$ cat src/rtl/irq_ctrl_if.sv
// irq_ctrl_if: word-addressed register port between the CPU data bus and irq_ctrl.
interface irq_ctrl_if;
  logic [2:0]  bus_addr;
  logic        bus_we;
  logic [31:0] bus_wdata;
  logic [31:0] bus_rdata;
  modport master (output bus_addr, bus_we, bus_wdata, input bus_rdata);
  modport slave (input bus_addr, bus_we, bus_wdata, output bus_rdata);
endinterface

$ cat src/rtl/irq_ctrl.sv
// irq_ctrl: prioritised timer/external interrupt source controller feeding CP0.
module irq_ctrl #(
  parameter int TIMER_WIDTH = 32,
  parameter int SYNC_STAGES = 2
) (
  input  logic        clk,
  input  logic        rst,
  input  logic [2:0]  ext_in,
  irq_ctrl_if.slave   bus,
  output logic        ir_out,
  input  logic        ir_taken,
  input  logic        eret_done,
  output logic [1:0]  ir_id
);
  typedef enum logic [1:0] {IDLE = 2'd0, REQ = 2'd1, SERVICE = 2'd2} state_t;
  state_t state, state_n;
  logic [SYNC_STAGES-1:0][2:0] sync;
  logic [2:0] ext_prev;
  logic [3:0] pending, mask, set, clr, req;
  logic [TIMER_WIDTH-1:0] tcnt, tcmp;
  logic [1:0] tctrl, win, ir_id_n;
  logic match, wr_mask, wr_tcnt, wr_tcmp, wr_tctrl, wr_pclr;
  logic [31:0] rdata_n;
  assign wr_mask  = bus.bus_we && bus.bus_addr == 3'd1;
  assign wr_tcnt  = bus.bus_we && bus.bus_addr == 3'd3;
  assign wr_tcmp  = bus.bus_we && bus.bus_addr == 3'd4;
  assign wr_tctrl = bus.bus_we && bus.bus_addr == 3'd5;
  assign wr_pclr  = bus.bus_we && bus.bus_addr == 3'd6;
  // a write to the timer registers suppresses the compare in that cycle
  assign match = tctrl[0] && tcnt == tcmp && !wr_tcnt && !wr_tcmp;
  assign set = {sync[SYNC_STAGES-1] & ~ext_prev, match};
  assign clr = (wr_pclr ? bus.bus_wdata[3:0] : 4'd0) | (state == REQ && ir_taken ? 4'b1 << ir_id : 4'd0);
  assign req = pending & mask;
  assign win = req[0] ? 2'd0 : req[1] ? 2'd1 : req[2] ? 2'd2 : 2'd3;
  assign ir_out = state == REQ;
  always_comb begin
    state_n = state;
    ir_id_n = ir_id;
    case (state)
      IDLE: if (req != 4'd0) begin
        state_n = REQ;
        ir_id_n = win;
      end
      REQ: state_n = ir_taken ? SERVICE : REQ;
      SERVICE: state_n = eret_done ? IDLE : SERVICE;
      default: state_n = IDLE;
    endcase
  end
  always_comb begin
    rdata_n = '0;
    case (bus.bus_addr)
      3'd0: begin
        rdata_n[3:0] = pending;
        rdata_n[9:8] = state;
      end
      3'd1: rdata_n[3:0] = mask;
      3'd2: begin
        rdata_n[1:0] = ir_id;
        rdata_n[31] = state != IDLE;
      end
      3'd3: rdata_n = 32'(tcnt);
      3'd4: rdata_n = 32'(tcmp);
      3'd5: rdata_n[1:0] = tctrl;
      default: rdata_n = '0;
    endcase
  end
  always_ff @(posedge clk) begin
    if (rst) begin
      sync <= '0;
      ext_prev <= '0;
      pending <= '0;
      mask <= '0;
      tcnt <= '0;
      tcmp <= '1;
      tctrl <= '0;
      state <= IDLE;
      ir_id <= '0;
      bus.bus_rdata <= '0;
    end else begin
      sync <= {sync[SYNC_STAGES-2:0], ext_in};
      ext_prev <= sync[SYNC_STAGES-1];
      pending <= (pending & ~clr) | set;
      mask <= wr_mask ? bus.bus_wdata[3:0] : mask;
      tcnt <= wr_tcnt ? bus.bus_wdata[TIMER_WIDTH-1:0] : match ? '0 : tctrl[0] ? tcnt + 1'b1 : tcnt;
      tcmp <= wr_tcmp ? bus.bus_wdata[TIMER_WIDTH-1:0] : tcmp;
      tctrl <= wr_tctrl ? bus.bus_wdata[1:0] : match && !tctrl[1] ? 2'b00 : tctrl;
      state <= state_n;
      ir_id <= ir_id_n;
      bus.bus_rdata <= rdata_n;
    end
  end
endmodule

$ cat src/flat_wrapper.sv
// flat-port wrapper written by rule: the top's interface ports become plain ports
module irq_ctrl_flat 
#(
  parameter int TIMER_WIDTH = 32,
  parameter int SYNC_STAGES = 2
)
  (clk, rst, ext_in, ir_out, ir_taken, eret_done, ir_id, bus_bus_addr, bus_bus_we, bus_bus_wdata, bus_bus_rdata);
  irq_ctrl_if bus_i ();
  input  logic clk;
  input  logic rst;
  input  logic [2:0] ext_in;
  output logic ir_out;
  input  logic ir_taken;
  input  logic eret_done;
  output logic [1:0] ir_id;
  input wire logic [$bits(bus_i.bus_addr)-1:0] bus_bus_addr;
  input wire logic [$bits(bus_i.bus_we)-1:0] bus_bus_we;
  input wire logic [$bits(bus_i.bus_wdata)-1:0] bus_bus_wdata;
  output wire logic [$bits(bus_i.bus_rdata)-1:0] bus_bus_rdata;
  assign bus_i.bus_addr = bus_bus_addr;
  assign bus_i.bus_we = bus_bus_we;
  assign bus_i.bus_wdata = bus_bus_wdata;
  assign bus_bus_rdata = bus_i.bus_rdata;
  irq_ctrl #(.TIMER_WIDTH(TIMER_WIDTH), .SYNC_STAGES(SYNC_STAGES)) u_core (.clk(clk), .rst(rst), .ext_in(ext_in), .bus(bus_i), .ir_out(ir_out), .ir_taken(ir_taken), .eret_done(eret_done), .ir_id(ir_id));
endmodule
$ cat config.mk
export PLATFORM = sky130hd
export DESIGN_NAME = irq_ctrl_flat
export DESIGN_NICKNAME = d
export VERILOG_FILES = /design/src/rtl/irq_ctrl_if.sv /design/src/rtl/irq_ctrl.sv /design/src/flat_wrapper.sv
export SDC_FILE = /design/constraint.sdc
export NUM_CORES = 1
export LEC_CHECK = 0
export ABC_AREA = 1
export BUFFER_PORTS_ARGS = -buffer_cell sky130_fd_sc_hd__buf_2
export CAP_MARGIN = 5
export CORE_ASPECT_RATIO = 1.2
export CORE_MARGIN = 3
export CORE_UTILIZATION = 48
export CTS_CLUSTER_DIAMETER = 120
export DETAILED_ROUTE_END_ITERATION = 8
export HOLD_SLACK_MARGIN = 0.1
export PLACE_DENSITY = 0.68
export SLEW_MARGIN = 10
export SYNTH_ARGS = -nofsm -noshare
export SYNTH_HDL_FRONTEND = slang
export SYNTH_SLANG_ARGS = --single-unit
$ cat constraint.sdc
create_clock -name clk -period 1.9 [get_ports clk]
set_clock_uncertainty 0.15 [all_clocks]
set_input_delay 0.285 -clock clk [delete_from_list [all_inputs] [get_ports clk]]
set_output_delay 0.285 -clock clk [all_outputs]
set_load 0.01 [all_outputs]
; ---- Word level (Yosys, flattened, before mapping)
; Cells that the tools add are included.
; W data, S select, Z words.
[totals]
regBits = 119
in_bits = 43
output_inout_bits = 35
elab_cells = 70
[op_classes]
n_addsub = 1
n_eq_ne = 10
shifts = 1
n_mux = 20
n_bitwise = 7
n_reduce_logical = 20
[ops]
columns = operator, n
row1 = $mux W32, 3
row2 = $pmux W21 S2, 1
row3 = $add A32 B1 Y32 const B, 1
row4 = $eq A32 B32 Y1, 1
row5 = $mux W2, 7
row6 = $pmux W2 S3, 2
row7 = $pmux W2 S6, 1
row8 = $logic_and A1 B1 Y1, 10
row9 = $eq A3 B3 Y1 const B, 3
row10 = $and A4 B4 Y4, 2
row11 = $mux W4, 2
row12 = $or A4 B4 Y4, 2
row13 = $pmux W2 S4, 1
row14 = $pmux W4 S2, 1
row15 = $eq A3 B2 Y1 const B, 2
row16 = $not A4 Y4, 1
row17 = $reduce_bool A2 Y1, 2
row18 = $reduce_bool A4 Y1, 1
row19 = $shl A1 B2 Y4 const A, 1
row20 = $and A3 B3 Y3, 1
row21 = $eq A3 B1 Y1 const B, 1
row22 = $logic_not A1 Y1, 3
row23 = $logic_not A3 Y1, 1
row24 = $not A3 Y3, 1
row25 = other kinds (8), 8

; ---- Longest topological paths before layout
; Gate-level depths: netlist (run 1).
[depth]
ltp_word = 8
ltp_mapped = 13
depth_no_buf = 11

; ---- Worst setup path before layout (run 1)
; No wires, ideal clock.
[synth_timing]
path_type = register -> register
startpoint = reg u_core.tcnt[1]
endpoint = reg u_core.tcnt[22]
setup_time_ns = 0.070
arrival_time_ns = 1.410
required_time_ns = 1.680
setup_slack_ns = 0.270
stages_incl_launch_ff = 9
path_buffers = 0
period_less_slack_ns = 1.630
cell_sequence = dfxtp_1 -> ha_1 -> nand3_2 -> nor2_2 -> nand3_2 -> nor2_2 -> xor2_1 -> nand3_1 -> a21oi_1
[synth_via]
elab_chain_len = 6
elab_cells_between_ends = 9
cone_classes = 1 x add/sub / 1 x eq/ne / 3 x mux / 4 x reduce/logical
[synth_rtl]
columns = item, line_no
row1 = start: declaration, irq_ctrl.sv:20  ; logic [TIMER_WIDTH-1:0] tcnt, tcmp;
row2 = start signal: assignment, irq_ctrl.sv:84  ; tcnt <= wr_tcnt ? bus.bus_wdata[TIMER_WIDTH-1:0] : match ? '0 : tctrl[0] ? tcnt + 1'b1 : tcnt;
row3 = "parallel branches: the longest is 6 deep, another holds $add A32 B1 Y32", -
; Parallel ways; which one is timed is not known. The select of a mux whose other input is x is not followed.
; A chain may end at the register's enable or synchronous reset.

; ---- Final worst setup path (run 1)
[layout_timing]
startpoint = reg u_core.tcnt[10]
endpoint = reg u_core.tcnt[22]
; Same word-level chain as after synthesis.

==> run_results.csv, run 1 <==
group,metric,value,unit
power,p_int,0.004910,W
timing,period_share,0.9384,
floorplanning,placementRows,46,
clock_tree,clkTransAtPathRegs,0.06,ns
timing,fin_crit,1.783,ns
finish,syn2layout_area_growth,28.68,%
floorplanning,die_y,135.2,um
timing,tns,0,ns
placement,place.detailed.hpwl,14820,um
setup_path,crit_path_top_delay_cell,"dfxtp_1",
route,firstDrtPassIters,5,
floorplanning,core_area,13410,um^2
synthesis,netlist_area,6674,um^2
timing,max_freq,560.9,MHz
timing,hold_violations,0,
synthesis,ys_seq_area_frac,0.3570,
clock_tree,worstSkewPairLatency,0.43,ns
grt,overflow,0,
route,met2_length,10100,um
synthesis,yosys_most_used_dff,"dfxtp_1",
route,top_layer_used,"met4",
synthesis,async_flop_share,0,
route,ant_nets,0,
power,power.leakage,4.131,nW
timing,hold_slack,0.1480,ns
finish,drive_above_1_share,0.2115,
route,drt_wl_total,20570,um
setup_path,path_class,"reg -> reg",
clock_tree,clock_path_buffers,2,
synthesis,synth_cells,1012,
clock_tree,cts_inserted_buffers,17,
grt,grt_pass1_vias,6620,
power,switching_share,0.2727,
floorplanning,ios,78,
floorplanning,start_util,0.4977,
synthesis,ys_types,43,
synthesis,postSynthAreaPerCell,6.595,um^2
route,met3_length,991,um
run,cap_violations,0,
grt,grt_max_degree,76,
timing,timing_max_transition_violations_final,0,
route,avgViaCountPerCell,5.284,
timing,max_slew_margin,0.5997,
finish,nNetsFinal,1194,
power,clockPowerShare,0.490,
synthesis,synth-edff-count,0,
timing,setup_viol,0,
grt,antenna_found_initial,0,
synthesis,synth_top_area_share,0.3570,
route,drc_errors,0,
setup_path,worst-path-max-fanout,6,
route,num_vias,7033,
setup_path,start_kind,"flip-flop",
timing,worstMarginPinSlew,0.5930,ns
floorplanning,chipWidth,113.6,um
clock_tree,htree_levels,4,
power,power_density,786.2,nW/um^2
route,wl_met1,8692,um
power,pwr-share-seq,0.399,
finish,diodes,0,
synthesis,syn_nets,1056,
placement,dpl_cell_area,7470,um^2
synthesis,synthTopCellsByArea,"dfxtp_1 36%, nand2_1 15%, inv_1 8.4%",
setup_path,required,2.11,ns
route,drtIter0Drc,526,
timing,rsz0062_at_grt,"true",
power,ir_drop,0.0008095,V
grt,grt_use_total,0.2750,
placement,portBuffers,77,
route,wl_per_cell,15.46,um
power,combPwrFrac,0.110,
hold_path,hold_path.class,"in -> reg",
setup_path,path_cells,"nand2_1, nor2_1, nand3_4, nor2_4, xor2_1, nand3_1, a21oi_1",
floorplanning,die_area,15360,um^2
clock_tree,clockRootBuffer,"clkbuf_16",
placement,gp_congestion,0.9526,
synthesis,yosysWarnings,0,
finish,fin_area,8588,um^2
setup_path,cp.arrival,2.00,ns
setup_path,critPathLaunch,"u_core.tcnt[10]",
power,p_sw,0.001841,W
synthesis,yosysTopAreaCell,"dfxtp_1",
setup_path,cp-end-kind,"flip-flop",
clock_tree,clkSinkCount,119,
synthesis,ys_seq_elements,119,
grt,grt_pass1_wl,33210,um
run_status,run_status,"finished clean",
setup_path,reg2reg_from,"u_core.tcnt[10]",
clock_tree,cts_tree,"done",
hold_path,hold_start,"bus_bus_addr[0]",
setup_path,critical-path-max-stage-delay,0.44,ns
cell type report:
cell class	instances	area (um^2)
timing repair buffer	169	1246
sequential	119	2402
multi-input combinational	686	3537
fill	1247	4822
clock buffer	18	439.2
tap	168	210.2
inverter	157	589.3
clock inverter	14	163.9
synth_stat cells (all sizes together) (2+ instances only):
| cell | n |
|---|---|
| inv | 156 |
| clkbuf | 21 |
| nor3 | 8 |
| nor2 | 89 |
| o22ai | 5 |
| a31oi | 2 |
| nand2 | 267 |
| o32ai | 3 |
| o21ai | 77 |
| a211oi | 2 |
| dfxtp | 119 |
| or2 | 3 |
| a21oi | 74 |
| nand4 | 13 |
| nand3 | 79 |
| o221ai | 2 |
| o211ai | 31 |
| nand3b | 2 |
| xor2 | 14 |
| xnor2 | 7 |
| buf | 29 |
cell families (layout without fill, tap and decap cells):
logic type / after synthesis / after routing / synth area share
compound gates: 201 / 201 / 0.1760
xor+xnor: 21 / 21 / 0.02756
fa+ha+maj: 1 / 1 / 0.001874
buf+inv: 207 / 358 / 0.1280
flops: 119 / 119 / 0.3570
simple gates: 463 / 463 / 0.3095
metal layers:
layer | global-route usage | vias to the layer above
met5 | 0 | -
li1 | - | 3533
met2 | 0.4669 | 211
met4 | 0.1383 | 0
met1 | 0.3271 | 3229
met3 | 0.05809 | 60
critical path, delay by kind of cell, from the launching register on:
| family | cells | cell delay (ns) |
|---|---|---|
| and+or+nand+nor | 5 | 0.85 |
| AOI/OAI and AO/OA | 1 | 0.12 |
| DFF | 1 | 0.44 |
| xor gates and xnor gates | 1 | 0.16 |
layout by cell type, fill, tap and decap left out, types with 13 or more instances in the layout:
| master | synthesis | layout |
|---|---|---|
| a21oi_1 | 63 | 63 |
| buf_2 | 18 | 77 |
| buf_4 | 1 | 48 |
| clkbuf_16 | 0 | 17 |
| dfxtp_1 | 119 | 103 |
| dfxtp_2 | 0 | 16 |
| dlygate4sd3_1 | 0 | 38 |
| inv_1 | 150 | 148 |
| nand2_1 | 263 | 260 |
| nand3_1 | 64 | 64 |
| nand4_1 | 13 | 13 |
| nor2_1 | 75 | 67 |
| o211ai_1 | 31 | 31 |
| o21ai_0 | 58 | 58 |
| o21ai_1 | 19 | 19 |
| xor2_1 | 14 | 14 |
through the flow:
| stage | power [W] | instances | setup slack [ns] | util |
|---|---|---|---|---|
| after floorplan | 0.003143 | 1012 | 0.2698 | - |
| after global placement | 0.003409 | 1259 | -0.01025 | 0.5570 |
| after detailed placement | 0.003415 | 1259 | -0.02722 | 0.5570 |
| after CTS | 0.006777 | 1329 | 0.01307 | 0.6324 |
| after global routing | 0.006993 | 1331 | -0.007418 | 0.6404 |
| final | 0.006752 | 1331 | 0.1171 | 0.6404 |
power by group through the flow:
stage | Combinational (W) | Clock (W) | Sequential, W
2_1_floorplan | 0.000417 | 0 | 0.00273
3_3_place_gp | 0.000668 | 0 | 0.00274
3_5_place_dp | 0.000673 | 0 | 0.00274
4_1_cts | 0.000737 | 0.00335 | 0.00269
5_1_grt | 0.000826 | 0.00346 | 0.00271
6_report | 0.000744 | 0.00331 | 0.00270
worst paths after layout:
kind | endpoint | slack [ns] | cells past startpoint
worst min register to register | u_core.sync[3] | 0.27 | 2
worst max register to register | u_core.tcnt[22] | 0.12 | 7
worst min-delay path | u_core.bus.bus_rdata[0] | 0.15 | 4
worst max-delay path | u_core.tcnt[22] | 0.12 | 7
flip-flops by register name, indices dropped and copies added (netlist names):
register	cells
u_core.bus.bus_rdata	32
u_core.ext_prev	3
u_core.ir_id	2
u_core.mask	4
u_core.pending	4
u_core.state	2
u_core.sync	6
u_core.tcmp	32
u_core.tcnt	32
u_core.tctrl	2
timing repair:
| item | in CTS | in global routing |
|---|---|---|
| endpoints found under the hold margin | 73 | 0 |
| setup endpoints to repair | 6 | 34 |
| pin swaps | 0 | 2 |
| setup buffers | 0 | 2 |
| resized for setup | 6 | 35 |
| hold buffers | 38 | 0 |
No activity file was read; power rests on OpenSTA's default activity.
==> run 2: changes to the inputs <==
RECOVER_POWER = 50   (was not set)
==> run_results.csv, run 2 (synthesized netlist as in run 1, its figures left out) <==
group,metric,value,unit
run_status,run_status,"finished clean",
clock_tree,clockRootBuffer,"clkbuf_16",
floorplanning,die_y,135.2,um
setup_path,required,2.07,ns
setup_path,crit_family,"simple AND/OR/NAND/NOR gates",
placement,portBuffers,77,
timing,rsz0062_at_grt,"true",
finish,reg_top3,"u_core.bus.bus_rdata (32), u_core.tcmp (32), u_core.tcnt (32)",
timing,timing_max_transition_violations_final,0,
setup_path,critPathLaunch,"u_core.tcnt[18]",
finish,fin_area,8551,um^2
timing,max_freq,563.2,MHz
route,wl_per_cell,15.48,um
clock_tree,clkTransAtPathRegs,0.06,ns
grt,grt_pass1_vias,6620,
setup_path,path_class,"reg -> reg",
hold_path,hold_path.class,"in -> reg",
setup_path,cp-end-kind,"flip-flop",
route,drc_errors,0,
floorplanning,die_area,15360,um^2
setup_path,path_buf_inv,1,
setup_path,cp_common_cell,"nand2_1",
clock_tree,cts_tree,"done",
run,cap_violations,0,
timing,tns,0,ns
setup_path,path_cells,"xnor2_1, nand2_1, nor2_1, nand2_1, nor2_4, nand3_4, buf_12, nand3_1, a21oi_1",
setup_path,path_depth,9,
placement,dpl_worst_slack,-0.02722,ns
route,ant_nets,0,
clock_tree,clock_path_buffers,2,
clock_tree,htree_levels,4,
floorplanning,placementRows,46,
grt,grt_use_total,0.2750,
floorplanning,core_area,13410,um^2
setup_path,worst-path-max-fanout,14,
floorplanning,start_util,0.4977,
power,combPwrFrac,0.109,
timing,fin_crit,1.775,ns
finish,final_cell_mix,"260 x nand2_1, 150 x inv_1, 103 x dfxtp_1",
timing,max_slew_margin,0.4436,
setup_path,reg2reg_slack,0.12,ns
floorplanning,ios,78,
placement,gp_congestion,0.9526,
timing,period_share,0.9344,
setup_path,cp-endpoint,"u_core.tcnt[20]",
route,num_vias,7027,
grt,antenna_found_initial,0,
setup_path,worst_r2r_path_depth,9,
finish,final_common_cell,"nand2_1",
power,pwr-share-seq,0.400,
route,avgViaCountPerCell,5.279,
setup_path,critical-path-max-stage-delay,0.34,ns
timing,fin_ws,0.1246,ns
route,drtIter0Drc,506,
timing,worstMarginPinSlew,0.8346,ns
power,switching_share,0.2723,
route,firstDrtPassIters,5,
timing,hold_violations,0,
clock_tree,worstSkewPairLatency,0.43,ns
finish,drive_above_1_share,0.2021,
power,power_density,788.2,nW/um^2
placement,place.detailed.hpwl,14820,um
clock_tree,clkSinkCount,119,
setup_path,crit_path_top_delay_cell,"dfxtp_1",
power,ir_drop,0.0008075,V
setup_path,cp.arrival,1.94,ns
finish,diodes,0,
setup_path,rr_endpoint,"u_core.tcnt[20]",
timing,setup_viol,0,
timing,hold_slack,0.1651,ns
grt,grt_pass1_wl,33210,um
route,drt_wl_total,20600,um
power,clockPowerShare,0.491,
floorplanning,chipWidth,113.6,um
placement,dpl_cell_area,7470,um^2
power,power.leakage,4.104,nW
power,p_int,0.004905,W
finish,nNetsFinal,1194,
grt,overflow,0,
power,p_sw,0.001835,W
setup_path,reg2reg_from,"u_core.tcnt[18]",
finish,final_core_util,0.6376,
grt,grt_max_degree,76,
setup_path,start_kind,"flip-flop",
finish,syn2layout_area_growth,28.12,%
clock_tree,cts_inserted_buffers,17,
[run 2: cell count changes in the layout (fill, tap and decap cells not counted), moves of 2 or more]
cell and delta:
inv_1 +2, buf_4 -9, inv_2 -2, clkbuf_2 +2, buf_2 -2, clkbuf_1 +8
[run 2: final cells by class]
type                       instances  area, um^2
fill                            1263        4860
tap                              168       210.2
timing repair buffer             169        1216
inverter                         157       589.3
sequential                       119        2402
clock inverter                    14       163.9
clock buffer                      18       439.2
multi-input combinational        686        3530
[run 2: power by group through the flow]
stage / Sequential [W] / Clock [W] / Combinational (W)
final: 0.00270 / 0.00331 / 0.000736
after global routing: 0.00271 / 0.00346 / 0.000819
after CTS: 0.00269 / 0.00335 / 0.000737
after detailed placement: 0.00274 / 0 / 0.000673
after global placement: 0.00274 / 0 / 0.000668
after floorplan: 0.00273 / 0 / 0.000417
[run 2: worst min-delay path by stage]
stage | cells past startpoint | start | slack, ns | endpoint
floorplan | 2 | u_core.sync[0] | 0.24 | u_core.sync[3]
global placement | 2 | u_core.sync[2] | 0.25 | u_core.sync[5]
detailed placement | 2 | u_core.sync[0] | 0.25 | u_core.sync[3]
CTS | 4 | bus_bus_addr[0] | 0.13 | u_core.bus.bus_rdata[0]
global route | 5 | bus_bus_we | 0.18 | u_core.tcmp[31]
finish | 5 | bus_bus_we | 0.17 | u_core.tcmp[31]
[run 2: metrics by stage]
| stage | power [W] | instances |
|---|---|---|
| 6_report | 0.006740 | 1331 |
| 2_1_floorplan | 0.003143 | 1012 |
| 3_5_place_dp | 0.003415 | 1259 |
| 4_1_cts | 0.006777 | 1329 |
| 3_3_place_gp | 0.003409 | 1259 |
| 5_1_grt | 0.006986 | 1331 |
[run 2: worst min-delay path, delay by kind of cell]
family                 cells  cell delay, ns
buffers and inverters      2            0.24
and+or+nand+nor            3            0.18
[run 2: routing by layer]
layer  track usage  wire length (um)
met5             0                 0
met4        0.1383               771
met3       0.05809               961
met1        0.3271              8806
met2        0.4669             10060
[run 2: what timing repair did]
| action | 4_1_cts | 5_1_grt |
|---|---|---|
| setup buffers | 0 | 2 |
| hold endpoints to repair | 73 | 0 |
| pin swaps | 0 | 2 |
| gates resized for setup | 6 | 35 |
| hold buffers | 38 | 0 |
| endpoints found under the setup margin | 6 | 34 |
